===== config.mk =====
export PLATFORM = sky130hd
export DESIGN_NAME = pwm_decoder
export DESIGN_NICKNAME = d
export VERILOG_FILES = /design/src/rtl/pwm_pkg.sv /design/src/rtl/sync_edge_detect.sv /design/src/rtl/pwm_decoder.sv
export SDC_FILE = /design/constraint.sdc
export NUM_CORES = 1
export LEC_CHECK = 0
export CAP_MARGIN = 20
export CORE_MARGIN = 8
export CORE_UTILIZATION = 50
export CTS_CLUSTER_DIAMETER = 150
export CTS_CLUSTER_SIZE = 14
export DETAILED_ROUTE_END_ITERATION = 10
export PLACE_DENSITY = 0.74
export SLEW_MARGIN = 20
export SYNTH_ARGS = -nofsm -noshare
export SYNTH_HDL_FRONTEND = slang
export SYNTH_HIERARCHICAL = 1
export SYNTH_SLANG_ARGS = --single-unit

===== constraint.sdc =====
create_clock -name clk -period 3.4 [get_ports clk]
set_clock_uncertainty 0.1 [all_clocks]
set_input_delay 0.51 -clock clk [delete_from_list [all_inputs] [get_ports clk]]
set_output_delay 0.51 -clock clk [all_outputs]
set_load 0.005 [all_outputs]

===== src/rtl/pwm_pkg.sv =====
// pwm_pkg: shared state encoding and parameter defaults for the PWM decoder
package pwm_pkg;
    typedef enum logic [1:0] {IDLE, WAIT_RISE, HIGH, LOW} pwm_dec_state_t;
    localparam int PWM_DEC_CNT_W_DEFAULT = 16;
    localparam int PWM_DEC_TIMEOUT_DEFAULT = 1024;
endpackage


===== src/rtl/sync_edge_detect.sv =====
// sync_edge_detect: two-flop synchronizer plus delay flop giving level, rise and fall
module sync_edge_detect (
    input  logic clk,
    input  logic reset_n,
    input  logic sig,
    output logic level,
    output logic rise,
    output logic fall
);
    logic s0, s1, prev;
    always_ff @(posedge clk) begin
        if (!reset_n) begin
            s0 <= 1'b0;
            s1 <= 1'b0;
            prev <= 1'b0;
        end else begin
            s0 <= sig;
            s1 <= s0;
            prev <= s1;
        end
    end
    assign level = s1;
    assign rise = s1 & ~prev;
    assign fall = ~s1 & prev;
endmodule


===== src/rtl/pwm_decoder.sv =====
// pwm_decoder: measures high time and period of an asynchronous PWM input and flags a stuck line
module pwm_decoder
    import pwm_pkg::*;
#(
    parameter int CNT_W = PWM_DEC_CNT_W_DEFAULT,
    parameter int TIMEOUT = PWM_DEC_TIMEOUT_DEFAULT
) (
    input  logic             clk,
    input  logic             reset_n,
    input  logic             enable,
    input  logic             pwm_in,
    output logic [CNT_W-1:0] high_count,
    output logic [CNT_W-1:0] period_count,
    output logic             meas_valid,
    output logic             level_stuck,
    output logic             stuck_level
);
    localparam logic [CNT_W-1:0] LIMIT = CNT_W'(TIMEOUT);
    pwm_dec_state_t state, state_d;
    logic [CNT_W-1:0] ctr, ctr_d, high_tmp, high_tmp_d, high_count_d, period_count_d;
    logic meas_valid_d, level_stuck_d, stuck_level_d, expired;
    logic level, rise, fall;

    sync_edge_detect u_sync (
        .clk(clk),
        .reset_n(reset_n),
        .sig(pwm_in),
        .level(level),
        .rise(rise),
        .fall(fall)
    );

    always_comb begin
        state_d = state;
        ctr_d = ctr;
        high_tmp_d = high_tmp;
        high_count_d = high_count;
        period_count_d = period_count;
        meas_valid_d = 1'b0;
        level_stuck_d = level_stuck;
        stuck_level_d = stuck_level;
        expired = 1'b0;
        case (state)
            IDLE: begin
                ctr_d = '0;
                state_d = WAIT_RISE;
            end
            WAIT_RISE: begin
                expired = !rise && ctr == LIMIT;
                if (rise) begin
                    ctr_d = CNT_W'(1);
                    level_stuck_d = 1'b0;
                    state_d = HIGH;
                end else if (!level_stuck) begin
                    ctr_d = ctr + 1'b1;
                end
            end
            HIGH: begin
                expired = !fall && ctr == LIMIT;
                ctr_d = ctr + 1'b1;
                if (fall) begin
                    high_tmp_d = ctr;
                    state_d = LOW;
                end
            end
            LOW: begin
                expired = !rise && ctr == LIMIT;
                ctr_d = ctr + 1'b1;
                if (rise) begin
                    high_count_d = high_tmp;
                    period_count_d = ctr;
                    meas_valid_d = 1'b1;
                    ctr_d = CNT_W'(1);
                    state_d = HIGH;
                end
            end
        endcase
        // a timeout discards the partial period but keeps the last measurement
        if (expired) begin
            level_stuck_d = 1'b1;
            stuck_level_d = level;
            ctr_d = '0;
            state_d = WAIT_RISE;
        end
        if (!enable) begin
            state_d = IDLE;
            ctr_d = '0;
            level_stuck_d = 1'b0;
            meas_valid_d = 1'b0;
        end
    end

    always_ff @(posedge clk) begin
        if (!reset_n) begin
            state <= IDLE;
            ctr <= '0;
            high_tmp <= '0;
            high_count <= '0;
            period_count <= '0;
            meas_valid <= 1'b0;
            level_stuck <= 1'b0;
            stuck_level <= 1'b0;
        end else begin
            state <= state_d;
            ctr <= ctr_d;
            high_tmp <= high_tmp_d;
            high_count <= high_count_d;
            period_count <= period_count_d;
            meas_valid <= meas_valid_d;
            level_stuck <= level_stuck_d;
            stuck_level <= stuck_level_d;
        end
    end
endmodule


Word-level counts from Yosys, hierarchy flattened
Index checks and enable logic that the tools add are counted.
{"block": "word_totals", "regBits": 72, "inputBits": 4, "out_inout_bits": 35, "word_cells": 57}
{"block": "classes", "add_sub_neg": 1, "n_eq_ne": 9, "mux": 13, "bitwise": 6, "n_reduce_logical": 16}
{"operator": "$pmux W16 S4", "n": 1}
{"operator": "$mux W16", "n": 3}
{"operator": "$add A16 B1 Y16 const B", "n": 1}
{"operator": "$eq A16 B11 Y1 const B", "n": 1}
{"operator": "$reduce_and A2 Y1", "n": 6}
{"operator": "$ne A3 B3 Y1 const B", "n": 2}
{"operator": "$pmux W2 S3", "n": 1}
{"operator": "$mux W1", "n": 5}
{"operator": "$eq A2 B2 Y1 const B", "n": 2}
{"operator": "$mux W2", "n": 2}
{"operator": "$not A1 Y1", "n": 4}
{"operator": "$reduce_bool A2 Y1", "n": 2}
{"operator": "$ne A3 B1 Y1 const B", "n": 1}
{"operator": "$reduce_and A3 Y1", "n": 1}
{"operator": "$reduce_or A3 Y1", "n": 1}
{"operator": "$and A1 B1 Y1", "n": 2}
{"operator": "$eq A2 B1 Y1 const B", "n": 1}
{"operator": "$logic_and A1 B1 Y1", "n": 2}
{"operator": "$logic_not A1 Y1", "n": 2}
{"operator": "$logic_not A2 Y1", "n": 1}
{"operator": "$ne A2 B1 Y1 const B", "n": 1}
{"operator": "$ne A2 B2 Y1 const B", "n": 1}
{"operator": "$pmux W1 S2", "n": 1}
{"operator": "$reduce_or A2 Y1", "n": 1}

Longest topological paths before layout
Gate-level depths: netlist of run 1.
{"block": "logic_depth", "depth_word": 7, "depth_mapped": 7, "ltp_nobuf": 5}

By module
The synthesis of run 1 kept the hierarchy.
{"mod": "pwm_decoder", "n_inst": 1, "cells_each": 336, "area_per_inst_um2": 2728.9, "seq_area_each_um2": 1381.3}
{"mod": "sync_edge_detect", "n_inst": 1, "cells_each": 8, "area_per_inst_um2": 91.3, "seq_area_each_um2": 60.1}

Least setup slack after synthesis of run 1
Ideal clock, no wire load.
{"block": "synth_path", "path_type": "register -> register", "start": "reg u_sync.s1, in the netlist u_sync/level", "end": "reg ctr[12]", "setup_time_ns": 0.074, "t_arrival_ns": 1.951, "path_slack_ns": 1.275, "path_stages_with_launch": 6, "cell_sequence": "dfxtp_1 -> nor2b_1 -> and4bb_1 -> or4_4 -> or4b_1 -> a31oi_1"}
{"block": "synth_via", "elab_cells_between_ends": 13}
{"element": "from (decl)", "line": "sync_edge_detect.sv:10", "rtl": "logic s0, s1, prev;"}
{"element": "from (signal assigned)", "line": "sync_edge_detect.sv:14", "rtl": "s1 <= 1'b0;"}
{"element": "from (signal assigned)", "line": "sync_edge_detect.sv:18", "rtl": "s1 <= s0;"}
{"element": "$and A1 B1 Y1 (*)", "line": "sync_edge_detect.sv:23", "rtl": "assign rise = s1 & ~prev;"}
{"element": "net rise", "line": "pwm_decoder.sv:22", "rtl": "logic level, rise, fall;"}
{"element": "$logic_not A1 Y1", "line": "pwm_decoder.sv:49, pwm_decoder.sv:67"}
{"element": "$logic_and A1 B1 Y1", "line": "pwm_decoder.sv:49, pwm_decoder.sv:67"}
{"element": "$pmux W1 S2", "line": "pwm_decoder.sv:43", "rtl": "case (state)"}
{"element": "$reduce_or A3 Y1 (no source line)"}
{"element": "to (signal assigned)", "line": "pwm_decoder.sv:105", "rtl": "ctr <= ctr_d;"}
{"element": "to (decl)", "line": "pwm_decoder.sv:20", "rtl": "logic [CNT_W-1:0] ctr, ctr_d, high_tmp, high_tmp_d, high_count_d, period_count_d;"}
The timed path passes the listed nets; every way through them passes the cells marked *.
A chain may end at the register's enable or synchronous reset.

Final worst setup path of run 1
Same ends and word-level chain as after synthesis.

==> results by group, run 1 <==
Logic synthesis
  – Post-synthesis cell count: 344
  – Syn Nets: 350
  – Synth area leader: dfxtp_1
  – Synth Flop Type: dfxtp_1
  – Syn Std Cell Area: 2820 um2
  – Sequential share of the synthesized area: 0.5111
  – Netlist cell types: 34
  – Most common cell in the netlist: nand2_1
  – Post-synth top area share: 0.5111
  – Top post-synthesis cells by count: 107 x nand2_1, 72 x dfxtp_1, 53 x a21oi_1
  – Seq cells post-synth: 72
  – Mapped Avg Cell Area: 8.198 um2
  – EDFF count, synth: 0
  – Post-synth ARST share: 0
  – Synth area leaders: dfxtp_1 51%, nand2_1 14%, a21oi_1 9.4%
  – Ys Warns: 6

Worst hold path
  – Hold Crit Class: flop to flop
  – Worst hold stages: 2
  – Hold Path Sink: high_count[0]$_SDFFE_PN0P_
  – Worst Min Path Start: high_count[0]$_SDFFE_PN0P_

Floorplanning
  – I/O pins: 39
  – CORE AREA: 5473 um2
  – Die ar.: 8299 um2
  – Initial Util: 0.5153
  – Site row count: 27
  – Die extent in y: 91.10 um
  – Die width: 91.10 um

CTS
  – Bufs on Longest Clock Path: 2
  – Clk root buf: clkbuf_8
  – Setup repair bufs after CTS: 0
  – Sink Count: 72
  – Post-cts sizing count: 0
  – Clock buffer count from CTS: 9
  – Clk_lat worst skew: 0.34 ns
  – H-tree depth: 3
  – Cts-stage hold buffer count: 0
  – Reg clk slew, reported paths: 0.07 ns
  – CTS tree: yes

Global routing
  – Vias in the first global route: 2272
  – GRT overflow: 0
  – M1 GR Usage: 0.1857
  – Initial antenna violation count: 0
  – Gr busiest metal: met2
  – First-pass GRT wire length: 10750 um
  – GRT met2 Usage: 0.2491
  – GRT Util Overall: 0.1588
  – Met3 Usage GRT: 0.04609
  – Largest net degree at the start of global routing: 50

Placed design
  – I/O Buffers: 38
  – Post-DP HPWL: 4345 um
  – Routability congestion estimate: 0.9067
  – Placement Cell Area: 3198 um2

Power
  – Leakage: 0.001062 uW
  – Cell Int Power: 1282 uW
  – Flop pwr share: 0.524
  – Worst vdd ir: 0.3173 mV
  – Sw power: 335.2 uW
  – PD cells: 472.3 nW/um2
  – Sw frac: 0.2072
  – Combinational share of power: 0.019
  – Tot Pwr: 1618 uW
  – Clock power share: 0.457

Worst setup path
  – Type of the worst setup path: flop to flop
  – Reg2Reg Setup Slack: 0.92 ns
  – Arrival @ worst endpoint: 2.64 ns
  – Worst path depth: 5
  – CP bufs+invs: 0
  – Worst Path Required: 3.56 ns
  – Max FO, Critical Path: 16
  – RR Endpoint: ctr[12]$_SDFFE_PP0P_
  – Reg2reg start: u_sync/level$_SDFF_PN0_
  – Worst Setup End Kind: flop
  – CP cell instances: nor2b_1, and4bb_1, or4_4, or4b_1, a31oi_1
  – Critical Path Start Type: flop
  – Delay-heaviest family, CP: simple AND/OR/NAND/NOR gates
  – Cell at the slowest stage of the critical path: or4_4
  – CP peak stage delay: 0.60 ns
  – R2R depth: 5

Timing
  – Fin. Hold Viols: 0
  – Final setup vio count: 0
  – Fin. max-slew vios: 0
  – FMAX: 403.9 MHz
  – Hold WS: 0.3524 ns
  – Unrepaired setup endpoints after global routing: no
  – TNS Setup: 0 ns
  – Min Tclk post-route: 2.476 ns
  – Worst slew pin tran: 0.7882 ns
  – Fin crit share: 0.7282
  – Max transition margin: 0.4738

Drt
  – Post-route ant nets: 0
  – DR DRC count: 0
  – Routed WL: 6415 um
  – Via density per instance: 5.338
  – Via count: 2386
  – TritonRoute pass-1 iters: 4
  – WL/cell: 14.35 um
  – DR iter-0 viols: 120

Layout
  – Inserted Diodes: 0
  – Final core utilization: 0.6257
  – Area Growth Syn to Fin: 21.43%
  – Cell area after layout: 3425 um2
  – Nets: 376
  – Layout cells sized above 1: 0.06667

Run
  – Max-Cap Viols: 0

Status
  – Status: completed
==> final cells by class <==
cell class	count	area (um2)
clock inverters	6	82.58
multi-input cells	243	1266
clock buffers	10	137.6
fillers	511	2048
well taps	72	90.09
flip-flops and latches	72	1441
inverters	5	18.77
repair buffers	39	387.9
==> worst max-delay path by stage <==
stage	end	from	slack (ns)
4_1_cts	ctr[12]$_SDFFE_PP0P_	u_sync/level$_SDFF_PN0_	0.94
5_1_grt	ctr[12]$_SDFFE_PP0P_	u_sync/level$_SDFF_PN0_	0.81
3_3_place_gp	ctr[12]$_SDFFE_PP0P_	u_sync/level$_SDFF_PN0_	1.01
6_report	ctr[12]$_SDFFE_PP0P_	u_sync/level$_SDFF_PN0_	0.92
2_1_floorplan	ctr[12]$_SDFFE_PP0P_	u_sync/level$_SDFF_PN0_	1.28
3_5_place_dp	ctr[12]$_SDFFE_PP0P_	u_sync/level$_SDFF_PN0_	0.95
==> worst register-to-register path: cells and delay by family (launching register included) <==
family           cells  cell delay (ns)
AND/OR/NAND/NOR      4             1.78
AO/OA/AOI/OAI        1             0.16
flip-flops           1             0.37
==> flip-flops by register name (all words and copies together), names as in the netlist <==
| name | flops |
|---|---|
| ctr | 16 |
| high_count | 16 |
| high_tmp | 16 |
| period_count | 16 |
| state | 2 |
| level_stuck | 1 |
| meas_valid | 1 |
| stuck_level | 1 |
| u_sync/level | 1 |
| u_sync/prev | 1 |
| u_sync/s0 | 1 |
==> cells by family after synthesis <==
family	after synthesis	synth area share
XOR/XNOR	10	0.03106
AO/OA/AOI/OAI	67	0.1327
buffers and inverters	29	0.04214
adder cells (fa/ha/maj)	2	0.008872
flip-flops	72	0.5111
AND/OR/NAND/NOR	164	0.2742
==> power groups by stage <==
stage	Sequential (uW)	Combinational, uW	Clock (uW)
floorplan	867	22.9	0
global placement	867	30.4	0
detailed placement	868	30.3	0
CTS	848	30.5	754
global route	848	34.2	789
finish	848	30.4	739
==> through the flow <==
step                instances  setup slack [ns]
floorplan                 344             1.275
global placement          431             1.011
detailed placement        431            0.9495
CTS                       447            0.9368
global route              447            0.8129
finish                    447            0.9241
==> cell usage in the layout, fill, tap and decap left out, types with 2 or more instances in the layout <==
cell             count
bufinv_16            2
nand2_1            106
nor2_1               7
a211oi_1             3
nor4b_1              2
or4_4                2
clkdlybuf4s50_1     38
o21ai_0              6
nor4_1               3
and2_1               4
a31o_1               2
or3_1                4
a21oi_1             53
nor3_1              13
clkbuf_8            10
clkinv_2             3
xnor2_1              9
nand4_1              3
ha_1                 2
inv_1                4
nor2b_1              3
or4b_1               2
dfxtp_1             72
and3_1               2
nand3_1              6
==> per-layer routing <==
layer / up-vias / share of wire
li1: 1203 / -
met1: 1095 / 0.43
met2: 70 / 0.47
met3: 18 / 0.078
met4: 0 / 0.031
met5: - / 0
(Power assumes the default switching activity.)
==> inputs of run 2 (changes only) <==
Clock period 3.4 ns to 2.5 ns, I/O delays scaled along.
==> run 2 against run 1 <==
  * Count of clock-buffer cells in the layout unchanged
  * Worst setup slack worse by 0.69 ns
  * First-iteration DRC count is 49% higher
==> results by group, run 2 (same netlist as run 1, synthesis figures left out) <==
Drt
  – DR iter-0 viols: 179 (+49%)
  – DR DRC count: 0 (unchanged)
  – TritonRoute pass-1 iters: 4 (unchanged)
  – Routed WL: 6515 um (+1.6%)
  – Via count: 2420 (+1.4%)
  – Post-route ant nets: 0 (unchanged)
  – Via density per instance: 5.307 (-0.58%)
  – WL/cell: 14.29 um (-0.45%)

Layout
  – Register area: 1441 um2 (unchanged)
  – Area Growth Syn to Fin: 21.87%
  – Multi-input gate area: 1260 um2 (-0.49%)
  – Filler cell count: 511 (unchanged)
  – Nets: 385 (+2.4%)
  – Layout Cells excl Fill: 456 (+2.0%)
  – Most common cell after layout, fill and taps aside: nand2_1
  – Inserted Diodes: 0 (unchanged)
  – Layout cells sized above 1: 0.08073 (+0.01406)
  – Final core utilization: 0.6280 (+0.002286)
  – Most frequent cells in the layout: 107 x nand2_1, 72 x dfxtp_1, 53 x a21oi_1, 38 x clkdlybuf4s50_1, 13 x nor3_1
  – Cell area after layout: 3437 um2 (+0.37%)

Floorplanning
  – Die extent in y: 91.10 um (unchanged)
  – I/O pins: 39 (unchanged)
  – Site row count: 27 (unchanged)
  – CORE AREA: 5473 um2 (unchanged)
  – Initial Util: 0.5153 (unchanged)
  – Die width: 91.10 um (unchanged)
  – Die ar.: 8299 um2 (unchanged)

Worst setup path
  – Type of the worst setup path: flop to flop
  – R2R depth: 5 (unchanged)
  – Arrival @ worst endpoint: 2.43 ns (-0.21 ns)
  – Reg2reg start: u_sync/level$_SDFF_PN0_
  – RR Endpoint: ctr[12]$_SDFFE_PP0P_
  – Critical Path Start Type: flop
  – Max FO, Critical Path: 4 (-12)
  – Reg2Reg Setup Slack: 0.24 ns (-0.69 ns)
  – Worst Path Required: 2.67 ns (-0.89 ns)
  – Worst Setup End Kind: flop

Timing
  – FMAX: 441.7 MHz (+9.4%)
  – Unrepaired setup endpoints after global routing: no
  – TNS Setup: 0 ns (unchanged)
  – Max transition margin: 0.6065 (+0.1327)
  – Hold WS: 0.3511 ns (-0.001308 ns)
  – Fin crit share: 0.9055 (+0.1773)
  – Fin. max-slew vios: 0 (unchanged)
  – Final setup vio count: 0 (unchanged)
  – Worst slew pin tran: 0.5887 ns (-0.1995 ns)
  – Min Tclk post-route: 2.264 ns (-0.2121 ns)
  – Fin. Hold Viols: 0 (unchanged)

Placed design
  – Routability congestion estimate: 0.8437 (-6.9%)
  – I/O Buffers: 38 (unchanged)
  – Placement Cell Area: 3266 um2 (+2.1%)
  – Placed Cells: 440 (+2.1%)
  – Post-DP HPWL: 4422 um (+1.8%)

CTS
  – Post-cts sizing count: 0 (unchanged)
  – Clk root buf: clkbuf_8
  – Bufs on Longest Clock Path: 2 (unchanged)
  – CTS tree: yes
  – Clock buffer count from CTS: 9 (unchanged)
  – Sink Count: 72 (unchanged)
  – Reg clk slew, reported paths: 0.08 ns (about the same)
  – Cts-stage hold buffer count: 0 (unchanged)
  – Clk_lat worst skew: 0.34 ns (about the same)
  – H-tree depth: 3 (unchanged)
  – Setup repair bufs after CTS: 0 (unchanged)

Worst hold path
  – Hold Path Sink: high_count[4]$_SDFFE_PN0P_
  – Hold Crit Class: flop to flop
  – Worst hold stages: 2 (unchanged)
  – Worst Min Path Start: high_tmp[4]$_SDFFE_PN0P_

Power
  – PD cells: 583.1 nW/um2 (+23%)
  – Leakage: 0.001068 uW (+0.56%)
  – Worst vdd ir: 0.3489 mV (+10%)

Global routing
  – First-pass GRT wire length: 11180 um (+4.0%)
  – Initial antenna violation count: 0 (unchanged)
  – GRT overflow: 0 (unchanged)
  – Vias in the first global route: 2320 (+2.1%)
  – GRT Util Overall: 0.1645 (+0.005740)
  – Largest net degree at the start of global routing: 50 (unchanged)

Run
  – Max-Cap Viols: 0 (unchanged)

Status
  – Status: completed
==> run 2: cell types whose count changed in the layout (fill, tap and decap cells not counted), sizes merged <==
cell | before | now
clkinv | 3 | 1
bufinv | 2 | 0
clkinvlp | 1 | 4
inv | 5 | 6
buf | 1 | 10
==> run 2: where the power goes <==
part | internal, uW | switching [uW] | total [uW] | leakage (uW)
Combinational | 13.9 | 31.7 | 45.6 | 0.000412
Clock | 361 | 445 | 806 | 0.0000749
Sequential | 1150 | 3.52 | 1150 | 0.000580
Total | 1520 | 480 | 2000 | 0.00107
==> run 2: through the flow <==
stage,total power (uW),worst slack (ns)
2_1_floorplan,1210,0.3752
3_3_place_gp,1224,0.3228
3_5_place_dp,1225,0.2857
4_1_cts,2024,0.2468
5_1_grt,2086,0.1195
6_report,2004,0.2362
==> run 2: metal layers <==
| layer | GRT usage | share of wire | wire length (um) | vias up |
|---|---|---|---|---|
| li1 | - | - | - | 1223 |
| met1 | 0.1952 | 0.46 | 2980 | 1121 |
| met2 | 0.2606 | 0.46 | 3004 | 60 |
| met3 | 0.04280 | 0.056 | 368 | 16 |
| met4 | 0.1023 | 0.025 | 161 | 0 |
| met5 | 0 | 0 | 0 | - |
==> run 2: cell type report <==
type                    instances  area share
inverters                       5    0.005460
multi-input cells             243      0.3666
clock inverters                 6     0.01274
flip-flops and latches         72      0.4194
clock buffers                  10     0.03713
well taps                      72     0.02621
repair buffers                 48      0.1325
==> run 2: worst max path at each step <==
stage | from | end | slack, ns | cells after the start
CTS | u_sync/level$_SDFF_PN0_ | ctr[12]$_SDFFE_PP0P_ | 0.25 | 5
floorplan | u_sync/level$_SDFF_PN0_ | ctr[12]$_SDFFE_PP0P_ | 0.38 | 5
global route | u_sync/level$_SDFF_PN0_ | ctr[12]$_SDFFE_PP0P_ | 0.12 | 5
detailed placement | u_sync/level$_SDFF_PN0_ | ctr[12]$_SDFFE_PP0P_ | 0.29 | 5
finish | u_sync/level$_SDFF_PN0_ | ctr[12]$_SDFFE_PP0P_ | 0.24 | 5
global placement | u_sync/level$_SDFF_PN0_ | ctr[12]$_SDFFE_PP0P_ | 0.32 | 5
==> run 2: worst max-delay path, cell delays in order (launching register included) <==
cell and delay (ns):
dfxtp_1 0.37, nor2b_1 0.24, and4bb_1 0.29, or4_4 0.55, or4b_1 0.47, a31oi_1 0.17
